==> src/rtl/adc_frame_tx.sv <==
// adc_frame_tx: sends each ADC sample as a framed UART packet.
// Frame is SYNC, sample high byte, sample low byte, XOR checksum, 8N1.
module adc_frame_tx #(
  parameter int unsigned CLK_DIV = 104,
  parameter logic [7:0]  SYNC    = 8'hA5
) (
  input  logic        clk,
  input  logic        rst,
  input  logic [15:0] din,
  input  logic        din_valid,
  input  logic        clr_ovr,
  output logic        tx,
  output logic        busy,
  output logic        ovr
);

  typedef enum logic [1:0] {
    IDLE,
    START,
    DATA,
    STOP
  } state_t;

  localparam logic [15:0] DIV_M1 = 16'(CLK_DIV - 1);

  state_t      state_q;
  logic [15:0] cnt_q;
  logic [2:0]  bit_q;
  logic [1:0]  byte_q;
  logic [31:0] frame_q;
  logic [15:0] hold_q;
  logic        hold_vld_q;
  logic        tx_q;
  logic        busy_q;
  logic        ovr_q;
  logic        ovr_d;
  logic        ovr_set;
  logic        bit_end;
  logic [2:0]  nxt_bit;
  logic [7:0]  cur_byte;

  function automatic logic [31:0] mk_frame(input logic [15:0] s);
    return {SYNC, s[15:8], s[7:0], SYNC ^ s[15:8] ^ s[7:0]};
  endfunction

  assign bit_end = (cnt_q == DIV_M1);
  assign nxt_bit = bit_q + 3'd1;

  // Select the byte currently on the wire.
  always_comb begin
    cur_byte = frame_q[31:24];
    unique case (byte_q)
      2'd0: cur_byte = frame_q[31:24];
      2'd1: cur_byte = frame_q[23:16];
      2'd2: cur_byte = frame_q[15:8];
      2'd3: cur_byte = frame_q[7:0];
      default: cur_byte = frame_q[31:24];
    endcase
  end

  // Overrun: a strobe while the frame runs and the holding slot is full.
  always_comb begin
    ovr_set = din_valid && (state_q != IDLE) && hold_vld_q;
    ovr_d   = (ovr_q && !clr_ovr) || ovr_set;
  end

  // Frame FSM, bit timing, holding slot and registered line outputs.
  always_ff @(posedge clk or posedge rst) begin
    if (rst) begin
      state_q    <= IDLE;
      cnt_q      <= '0;
      bit_q      <= '0;
      byte_q     <= '0;
      frame_q    <= '0;
      hold_q     <= '0;
      hold_vld_q <= 1'b0;
      tx_q       <= 1'b1;
      busy_q     <= 1'b0;
    end else begin
      unique case (state_q)
        IDLE: begin
          cnt_q  <= '0;
          bit_q  <= '0;
          byte_q <= '0;
          if (hold_vld_q) begin
            frame_q    <= mk_frame(hold_q);
            tx_q       <= 1'b0;
            busy_q     <= 1'b1;
            state_q    <= START;
            hold_vld_q <= din_valid;
            if (din_valid) hold_q <= din;
          end else if (din_valid) begin
            frame_q <= mk_frame(din);
            tx_q    <= 1'b0;
            busy_q  <= 1'b1;
            state_q <= START;
          end else begin
            tx_q   <= 1'b1;
            busy_q <= 1'b0;
          end
        end
        START: begin
          if (bit_end) begin
            cnt_q   <= '0;
            bit_q   <= '0;
            tx_q    <= cur_byte[0];
            state_q <= DATA;
          end else begin
            cnt_q <= cnt_q + 16'd1;
          end
        end
        DATA: begin
          if (bit_end) begin
            cnt_q <= '0;
            if (bit_q == 3'd7) begin
              tx_q    <= 1'b1;
              state_q <= STOP;
            end else begin
              bit_q <= nxt_bit;
              tx_q  <= cur_byte[nxt_bit];
            end
          end else begin
            cnt_q <= cnt_q + 16'd1;
          end
        end
        STOP: begin
          if (bit_end) begin
            cnt_q <= '0;
            if (byte_q == 2'd3) begin
              byte_q  <= '0;
              tx_q    <= 1'b1;
              busy_q  <= 1'b0;
              state_q <= IDLE;
            end else begin
              byte_q  <= byte_q + 2'd1;
              tx_q    <= 1'b0;
              state_q <= START;
            end
          end else begin
            cnt_q <= cnt_q + 16'd1;
          end
        end
        default: state_q <= IDLE;
      endcase
      if (state_q != IDLE && din_valid && !hold_vld_q) begin
        hold_q     <= din;
        hold_vld_q <= 1'b1;
      end
    end
  end

  // Sticky overrun flag.
  always_ff @(posedge clk or posedge rst) begin
    if (rst) ovr_q <= 1'b0;
    else     ovr_q <= ovr_d;
  end

  assign tx   = tx_q;
  assign busy = busy_q;
  assign ovr  = ovr_q;

endmodule

==> config.mk <==
export PLATFORM = sky130hd
export DESIGN_NAME = adc_frame_tx
export DESIGN_NICKNAME = d
export VERILOG_FILES = /design/src/rtl/adc_frame_tx.sv
export SDC_FILE = /design/constraint.sdc
export NUM_CORES = 1
export LEC_CHECK = 0
export CORE_UTILIZATION = 39
export DETAILED_ROUTE_END_ITERATION = 8
export HOLD_SLACK_MARGIN = 0.12
export PLACE_DENSITY = 0.67
export SYNTH_ARGS = -nofsm -noshare
export SYNTH_HDL_FRONTEND = slang
export SYNTH_SLANG_ARGS = --single-unit
==> constraint.sdc <==
create_clock -name clk -period 2 [get_ports clk]
set_input_delay 0.4 -clock clk [delete_from_list [all_inputs] [get_ports clk]]
set_output_delay 0.4 -clock clk [all_outputs]
set_load 0.005 [all_outputs]
==> results of run 1 <==
final cells by class:
cell class	instances	area, sq um
well taps	108	135.1
fillers	818	4502
repair buffers	48	465.4
inverters	8	33.78
flip-flops and latches	68	1703
multi-input cells	259	1833
clock buffers	10	137.6
clock inverters	6	38.79
critical path, stage by stage (launching register included):
cell      delay, ns
dfrtp_1        0.38
or4_4          0.54
or4_4          0.57
a21oi_2        0.16
o21bai_2       0.08
mux2_4         0.26
worst min path at each step:
| stage | start | endpoint | depth (start not counted) | slack (ns) |
|---|---|---|---|---|
| 4_1_cts | cnt_q[0]$_DFF_PP0_ | cnt_q[0]$_DFF_PP0_ | 1 | 0.46 |
| 5_1_grt | cnt_q[0]$_DFF_PP0_ | cnt_q[0]$_DFF_PP0_ | 1 | 0.49 |
| 3_3_place_gp | cnt_q[0]$_DFF_PP0_ | cnt_q[0]$_DFF_PP0_ | 1 | 0.44 |
| 3_5_place_dp | cnt_q[0]$_DFF_PP0_ | cnt_q[0]$_DFF_PP0_ | 1 | 0.45 |
| 6_report | cnt_q[0]$_DFF_PP0_ | cnt_q[0]$_DFF_PP0_ | 1 | 0.46 |
| 2_1_floorplan | cnt_q[0]$_DFF_PP0_ | cnt_q[0]$_DFF_PP0_ | 1 | 0.43 |
kinds of logic (layout without fill, tap and decap cells):
kind of cell	Yosys count	in the layout	synth area share, %
AOI/OAI and AO/OA	70	70	12.37
xor gates and xnor gates	31	31	7.543
adders and majority gates	12	12	4.171
buffers and inverters	26	72	3.163
DFF	68	68	47.31
muxes	35	35	10.46
and+or+nand+nor	111	111	14.98
power by group through the flow:
stage	Combinational [mW]	Clock, mW	Sequential [mW]
after detailed placement	2.23	0	2.30
after CTS	2.26	1.04	2.27
after global routing	2.57	1.10	2.34
after floorplan	1.68	0	2.19
after global placement	2.17	0	2.27
final	2.27	1.01	2.27
sequential cells by signal (all words and copies together) (netlist names):
| register | count |
|---|---|
| frame_q | 25 |
| cnt_q | 16 |
| hold_q | 16 |
| bit_q | 3 |
| byte_q | 2 |
| state_q | 2 |
| busy | 1 |
| hold_vld_q | 1 |
| ovr | 1 |
| tx | 1 |
timing repair:
item / 4_1_cts / 5_1_grt
setup endpoints to repair: 4 / 14
pin swaps: 4 / 4
hold endpoints to repair: 0 / 0
gates resized for setup: 0 / 10
hold buffers: 0 / 0
buffers inserted: 1 / 0
placed cells by master (no fill, tap or decap), drive strengths merged, types with 12 or more instances in the layout:
cell type | synthesis | final
dfrtp | 67 | 67
nand2 | 46 | 46
o21ai | 31 | 31
nor2 | 30 | 30
buf | 3 | 26
clkdlybuf4s50 | 0 | 22
mux2 | 18 | 18
mux2i | 17 | 17
xor2 | 16 | 16
xnor2 | 15 | 15
ha | 12 | 12
per-layer routing:
metal | GRT usage, % | share of wire, %
met1 | 21.57 | 51
met2 | 24.00 | 44
met3 | 3.293 | 3.4
met4 | 5.711 | 1.6
met5 | 0 | 0
==> impl_metrics.csv, run 1 <==
group,metric,value,unit
logic_synthesis,synth_area_leaders,"dfrtp_1, mux2_2, nand2_1",
logic_synthesis,synth.most_common_cell,"dfrtp_1",
floorplanning,die_area,9618,sq um
drt,wirelength,6678,um
power,finalPower,5.547,mW
logic_synthesis,yosysTopAreaCell,"dfrtp_1",
layout,layout-drive-gt1-share,20.05,%
worst_setup_path,r2r_end,"bit_q[0]$_DFFE_PP0P_",
layout,layout.cells.non_filler,507,
floorplanning,coreArea,8848,sq um
placement,place_area,4116,sq um
logic_synthesis,avgSynthCellArea,10.20,sq um
sta,drv_slew,0,
run,maxCapViolations,0,
drt,avgRoutedWirePerCell,13.17,um
status,violations,"design-rule violations, negative setup slack",
logic_synthesis,synth_area,3600,sq um
drt,postRouteAntennaNets,0,
sta,holdWs,0.4612,ns
status,outcome,"finished with violations",
drt,dr.pass1.iters,6,
sta,worst_clock_skew,0.007923,ns
worst_setup_path,critPathMaxFanout,4,
placement,gp_congestion,0.7931,
clock_tree,clock_path_buffers,2,
power,leakage,1.976,nW
sta,setup_viol,7,
power,switching_share,36.21,%
sta,max_slew.worst_pin.slew,0.4048,ns
placement,dp_hpwl,4712,um
drt,via_per_inst,5.089,
sta,max_slew_margin,73.01,%
worst_setup_path,ff2ff_path_depth,5,
floorplanning,io_pins,23,
clock_tree,clock_sinks,68,
clock_tree,clock-root-buffer,"clkbuf_8",
layout,final_nets,426,
logic_synthesis,yosysSeqAreaShare,47.31,%
power,p_clk_share,18.2,%
logic_synthesis,synth_top_area_share,46.58,%
clock_tree,htree_levels,3,
worst_setup_path,criticalPathCategory,"flop to flop",
clock_tree,tritoncts,"done",
placement,place_inst,490,
logic_synthesis,synth.net_count,385,
global_route,antenna_found_initial,0,
worst_setup_path,endpoint,"bit_q[0]$_DFFE_PP0P_",
min_path,hp-class,"flop to flop",
layout,n_antenna_cell,0,
power,seqPwrFrac,40.9,%
power,pwr-share-comb,41.0,%
sta,fin_ws,-0.1070,ns
drt,vias,2580,
worst_setup_path,startpoint_type,"flop",
layout,fin_area,4347,sq um
logic_synthesis,synth-edff-count,0,
floorplanning,die_height,98.07,um
power,netSwitchingPower,2.009,mW
global_route,grt_max_degree,69,
worst_setup_path,worst-endpoint-arrival,2.33,ns
clock_tree,insertion_delay,0.34,ns
logic_synthesis,ys_types,50,
placement,port_buffers,22,
clock_tree,cts.clk_slew.worst_paths,0.08,ns
power,power_density,1276,nW/um^2
sta,period_minus_slack,2.107,ns
global_route,overflow,0,
floorplanning,dieWidth,98.07,um
sta,finalSetupTns,-0.3782,ns
worst_setup_path,rr_startpoint,"cnt_q[10]$_DFF_PP0_",
global_route,grt_pass1_vias,2653,
sta,finalCritPeriodShare,105.4,%
sta,fmax,474.6,MHz
global_route,grt_pass1_wl,12010,um
placement,dp_slack,-0.1070,ns
worst_setup_path,cp-startpoint,"cnt_q[10]$_DFF_PP0_",
drt,drc_errors,1,
drt,first_iter_violations,119,
clock_tree,cts-buffers-inserted,9,
logic_synthesis,synth_ff_type,"dfrtp_1",
logic_synthesis,ys_seq_elements,68,
global_route,grt_use_total,15.55,%
worst_setup_path,ff2ff_setup_slack,-0.11,ns
power,ir_drop,0.7227,mV
sta,rsz0062_at_grt,"true",
logic_synthesis,async_flop_share,100.0,%
layout,fin_util,49.12,%
floorplanning,start_util,40.68,%
power,p_int,3.538,mW
floorplanning,rows,34,
logic_synthesis,netlist_instances,353,
logic_synthesis,synthTopCellsByCount,"dfrtp_1, nand2_1, nor2_1",
worst_setup_path,cp.required,2.22,ns
sta,finalHoldViolations,0,
worst_setup_path,cp-end-kind,"flop",
logic_synthesis,ys_warn_count,0,
layout,areaGrowthSynthToFinish,20.75,%
Power figures use the tool's default switching activity.
==> run 2, diff against run 1 <==
PLACE_DENSITY = 0.64   (was 0.67)
clock period = 2.15 ns   (was 2 ns; I/O delays follow)
==> run 2 against run 1 <==
  * The run now ends clean
  * Cell area fell by 0.83%
  * Flip-flop and latch count did not move
  * Non-clock buffer count did not move
  * Worst hold slack got worse by 0.13 ns
  * Die area did not move
  * Routed wire length rose by 0.22%
  * Critical path depth did not move
  * First-iteration DRC count fell by 16%
  * Worst setup slack improved by 0.14 ns
  * Clock power barely moved
==> impl_metrics.csv, run 2 (synthesized netlist as in run 1, its figures left out) <==
group,metric,value,unit
layout,largest_reg_flops,25,
layout,fin_util,48.71,%
run,maxCapViolations,0,
sta,max_slew.worst_pin.slew,0.7138,ns
clock_tree,htree_levels,3,
clock_tree,hold_buffers,0,
worst_setup_path,cp-end-kind,"flop",
floorplanning,die_area,9618,sq um
layout,top_register,"frame_q",
floorplanning,die_height,98.07,um
drt,vias,2583,
drt,wirelength,6693,um
layout,areaGrowthSynthToFinish,19.74,%
min_path,hp-class,"primary input to asynchronous set/reset pin",
drt,drc_errors,0,
floorplanning,rows,34,
worst_setup_path,worst-endpoint-arrival,2.35,ns
floorplanning,io_pins,23,
placement,dp_hpwl,4783,um
power,leakage,1.971,nW
layout,layout-drive-gt1-share,18.55,%
placement,port_buffers,22,
power,finalPower,5.176,mW
status,outcome,"completed",
clock_tree,clock_sinks,68,
worst_setup_path,critPathMaxFanout,4,
sta,max_slew_margin,51.97,%
clock_tree,insertion_delay,0.34,ns
layout,final_nets,426,
placement,gp_congestion,0.7875,
sta,period_minus_slack,2.115,ns
sta,worst_clock_skew,0.01166,ns
drt,postRouteAntennaNets,0,
clock_tree,clock-root-buffer,"clkbuf_8",
worst_setup_path,cp_top_family,"simple AND/OR/NAND/NOR gates",
clock_tree,clock_path_buffers,2,
worst_setup_path,worstPathCellList,"or4_4, or4_4, a21oi_2, o21bai_2, mux2_4",
worst_setup_path,cp.buffers_inverters,0,
floorplanning,start_util,40.68,%
sta,setup_viol,0,
layout,final_common_cell,"dfrtp_1",
layout,mostFrequentLayoutCells,"dfrtp_1, nand2_1, o21ai_0, nor2_1, buf_4",
power,power_density,1201,nW/um^2
layout,multi_input_comb_area,1797,sq um
drt,dr.pass1.iters,4,
worst_setup_path,cpPeakStageDelay,0.57,ns
floorplanning,dieWidth,98.07,um
layout,top_regs,"frame_q (25), cnt_q (16), hold_q (16)",
sta,drv_slew,0,
clock_tree,tritoncts,"done",
global_route,grt_pass1_wl,11740,um
clock_tree,cts-buffers-inserted,9,
layout,ff_latch_area,1703,sq um
global_route,overflow,0,
sta,rsz0062_at_grt,"true",
sta,finalHoldViolations,0,
drt,via_per_inst,5.095,
drt,first_iter_violations,100,
worst_setup_path,cp_common_cell,"or4_4",
global_route,antenna_found_initial,0,
worst_setup_path,startpoint_type,"flop",
worst_setup_path,criticalPathCategory,"flop to flop",
power,ir_drop,0.5560,mV
layout,num-fill-cells,848,
sta,finalCritPeriodShare,98.38,%
global_route,grt_use_total,15.32,%
global_route,grt_max_degree,59,
worst_setup_path,cp.required,2.38,ns
floorplanning,coreArea,8848,sq um
worst_setup_path,cp_slowest_cell,"or4_4",
global_route,grt_pass1_vias,2482,
sta,fmax,472.8,MHz
layout,n_antenna_cell,0,
clock_tree,cts.clk_slew.worst_paths,0.08,ns
drt,avgRoutedWirePerCell,13.20,um
-- run 2: repair_timing --
item | 4_1_cts | 5_1_grt
resized for setup | 0 | 3
endpoints found under the setup margin | 0 | 4
setup buffers | 0 | 1
-- run 2: layout make-up --
class / count / share of cell area, %
clock inverters: 6 / 1.509
clock buffers: 10 / 2.961
multi-input cells: 259 / 41.68
repair buffers: 48 / 10.51
well taps: 108 / 3.135
flip-flops and latches: 68 / 39.51
inverters: 8 / 0.6967
-- run 2: worst paths after layout --
kind	to	start	slack, ns	depth (start not counted)
hold / removal	hold_q[5]$_DFFE_PP0P_	rst	0.33	2
hold reg to reg	cnt_q[0]$_DFF_PP0_	cnt_q[0]$_DFF_PP0_	0.46	1
max in group asynchronous	tx$_DFFE_PP1P_	rst	1.18	3
min in group clk	cnt_q[0]$_DFF_PP0_	cnt_q[0]$_DFF_PP0_	0.46	1
setup / recovery	bit_q[0]$_DFFE_PP0P_	cnt_q[9]$_DFF_PP0_	0.03	5
setup reg to reg	bit_q[0]$_DFFE_PP0P_	cnt_q[9]$_DFF_PP0_	0.03	5
-- run 2: layer usage --
layer	track usage (%)	wire length [um]	vias up
met1	21.18	3365	1216
met3	3.078	180	11
li1	-	-	1320
met5	0	0	-
met2	23.24	3033	36
met4	6.876	113	0
-- run 2: per-stage QoR --
| stage | instances | TNS [ns] | worst slack, ns | hold WS [ns] | area [sq um] |
|---|---|---|---|---|---|
| after floorplan | 353 | 0 | 0.01015 | 0.4311 | 3600 |
| after global placement | 490 | 0 | 0.06814 | 0.4439 | 4100 |
| after detailed placement | 490 | 0 | 0.03546 | 0.4605 | 4100 |
| after CTS | 506 | 0 | 0.02810 | 0.3225 | 4293 |
| after global routing | 507 | -0.08541 | -0.03912 | 0.3516 | 4310 |
| final | 507 | 0 | 0.03487 | 0.3297 | 4310 |
-- run 2: worst register-to-register path: stages (launching register included) --
cell,delay (ns)
dfrtp_1,0.39
or4_4,0.54
or4_4,0.57
a21oi_2,0.16
o21bai_2,0.09
mux2_4,0.26
-- run 2: report_power, final --
group          switching [mW]  internal (mW)
clock                   0.499          0.536
sequential              0.330           1.76
combinational            1.00           1.04
==> run 3, diff against run 2 <==
CELL_PAD_IN_SITES_DETAIL_PLACEMENT = 1   (was not set)
CELL_PAD_IN_SITES_GLOBAL_PLACEMENT = 1   (was not set)
PLACE_DENSITY = 0.76   (was 0.64)
==> run 3 against run 2 <==
  * Register-to-register slack got worse by 0.04 ns
  * Via count grew 4.4%
  * Largest power group is now combinational cells
  * Worst hold slack lost 0.0082 ns
  * The run now ends with design-rule violations, negative setup slack left
  * Die area unchanged
  * Utilization rose by 0.34 points
  * Cell area is 0.70% higher
  * Global-route usage grew 3.3 points
  * Critical path type unchanged
  * Worst setup slack got worse by 0.043 ns
  * Routed wire length is 21% higher
  * Sequential power about the same
  * Critical path depth unchanged
  * Maximum frequency decreased by 2.0%
==> impl_metrics.csv, run 3 (synthesized netlist as in run 1, its figures left out) <==
group,metric,value,unit
status,outcome,"finished with violations",
status,violations,"design-rule violations, negative setup slack",
layout,layout-drive-gt1-share,19.25,%
sta,fmax,463.3,MHz
placement,dp_hpwl,5722,um
sta,finalSetupTns,-0.008387,ns
worst_setup_path,cp-startpoint,"cnt_q[4]$_DFF_PP0_",
run,maxCapViolations,0,
layout,mostFrequentLayoutCells,"dfrtp_1, nand2_1, o21ai_0, nor2_1, buf_4",
sta,worst_clock_skew,0.01414,ns
sta,fin_ws,-0.008387,ns
clock_tree,htree_levels,3,
sta,setup_viol,1,
placement,place_inst,489,
clock_tree,clock_sinks,68,
layout,ff_latch_area,1703,sq um
worst_setup_path,cp.required,2.39,ns
layout,top_register,"frame_q",
drt,first_iter_violations,86,
drt,avgRoutedWirePerCell,15.92,um
layout,areaGrowthSynthToFinish,20.58,%
layout,largest_reg_flops,25,
layout,final_nets,427,
worst_setup_path,critPathMaxFanout,4,
min_path,hp-class,"primary input to asynchronous set/reset pin",
clock_tree,insertion_delay,0.35,ns
layout,multi_input_comb_area,1800,sq um
drt,via_per_inst,5.307,
floorplanning,coreArea,8848,sq um
floorplanning,rows,34,
sta,finalHoldViolations,0,
worst_setup_path,worst-endpoint-arrival,2.40,ns
drt,wirelength,8087,um
floorplanning,dieWidth,98.07,um
global_route,overflow,0,
layout,fin_area,4340,sq um
clock_tree,clock_path_buffers,2,
worst_setup_path,criticalPathCategory,"flop to flop",
drt,drc_errors,2,
layout,layout.cells.non_filler,508,
global_route,grt_pass1_vias,2903,
layout,n_antenna_cell,0,
placement,place_area,4093,sq um
sta,drv_slew,0,
floorplanning,start_util,40.68,%
global_route,grt_max_degree,50,
global_route,antenna_found_initial,0,
clock_tree,tritoncts,"done",
sta,rsz0062_at_grt,"true",
placement,gp_congestion,0.7655,
placement,port_buffers,22,
floorplanning,die_height,98.07,um
global_route,grt_pass1_wl,14100,um
layout,top_regs,"frame_q (25), cnt_q (16), hold_q (16)",
clock_tree,cts-buffers-inserted,9,
sta,max_slew.worst_pin.slew,0.5638,ns
power,ir_drop,0.5082,mV
worst_setup_path,cp-end-kind,"flop",
worst_setup_path,ff2ff_setup_slack,-0.008,ns
layout,final_common_cell,"dfrtp_1",
power,leakage,1.986,nW
drt,dr.pass1.iters,6,
sta,finalCritPeriodShare,100.4,%
layout,num-fill-cells,996,
worst_setup_path,startpoint_type,"flop",
clock_tree,cts.clk_slew.worst_paths,0.08,ns
floorplanning,io_pins,23,
placement,dp_slack,-0.001433,ns
sta,max_slew_margin,62.07,%
worst_setup_path,rr_startpoint,"cnt_q[4]$_DFF_PP0_",
clock_tree,clock-root-buffer,"clkbuf_8",
sta,period_minus_slack,2.158,ns
drt,vias,2696,
power,power_density,1243,nW/um^2
drt,postRouteAntennaNets,0,
global_route,grt_use_total,18.66,%
floorplanning,die_area,9618,sq um
-- run 3: cell count changes in the layout (fill, tap and decap cells not counted) --
cell and delta:
o21ai_1 -1, clkbuf_8 +2, clkbuf_1 -1, clkinv_2 -1, o21ai_2 +1, buf_4 +1
-- run 3: worst paths after layout --
path	endpoint	cells past startpoint
setup / recovery	bit_q[0]$_DFFE_PP0P_	5
hold / removal	hold_q[4]$_DFFE_PP0P_	2
setup reg to reg	bit_q[0]$_DFFE_PP0P_	5
hold reg to reg	cnt_q[0]$_DFF_PP0_	1
max in group asynchronous	frame_q[23]$_DFFE_PP0P_	3
min in group clk	cnt_q[0]$_DFF_PP0_	1
-- run 3: timing repair --
action / CTS / global route
buffers inserted: 1 / 2
endpoints found under the setup margin: 4 / 4
pin swaps: 6 / 6
gates resized for setup: 1 / 3
hold buffers: 0 / 0
-- run 3: per-layer routing --
| metal | GRT usage, % | vias to the layer above | wire (um) |
|---|---|---|---|
| met3 | 3.579 | 9 | 181 |
| met4 | 6.993 | 0 | 95 |
| met1 | 23.30 | 1345 | 3705 |
| li1 | - | 1318 | - |
| met2 | 32.02 | 24 | 4105 |
| met5 | 0 | - | 0 |
-- run 3: final cells by class --
| cell class | count | area share [%] |
|---|---|---|
| clock inverter | 5 | 1.384 |
| tap | 108 | 3.113 |
| clock buffer | 11 | 3.488 |
| sequential | 68 | 39.23 |
| inverter | 8 | 0.6918 |
| timing repair buffer | 49 | 10.61 |
| multi-input combinational | 259 | 41.48 |
-- run 3: metrics by stage --
| step | hold WS (ns) | utilization, % | power [mW] |
|---|---|---|---|
| finish | 0.3215 | 49.05 | 5.397 |
| global route | 0.3452 | 49.05 | 5.808 |
| CTS | 0.3194 | 48.76 | 5.409 |
| detailed placement | 0.4504 | 46.25 | 4.243 |
| global placement | 0.4462 | 46.25 | 4.114 |
| floorplan | 0.4311 | - | 3.584 |
-- run 3: power by group --
group	internal [mW]	switching [mW]	total (mW)
Combinational	1.07	1.08	2.15
Sequential	1.76	0.361	2.13
Clock	0.601	0.523	1.12
Total	3.43	1.97	5.40
-- run 3: worst max-delay path, stage by stage, from the launching register on --
cell and delay (ns):
dfrtp_1 0.39, or4_4 0.54, or4_4 0.58, a21oi_2 0.17, o21bai_2 0.11, mux2_4 0.26
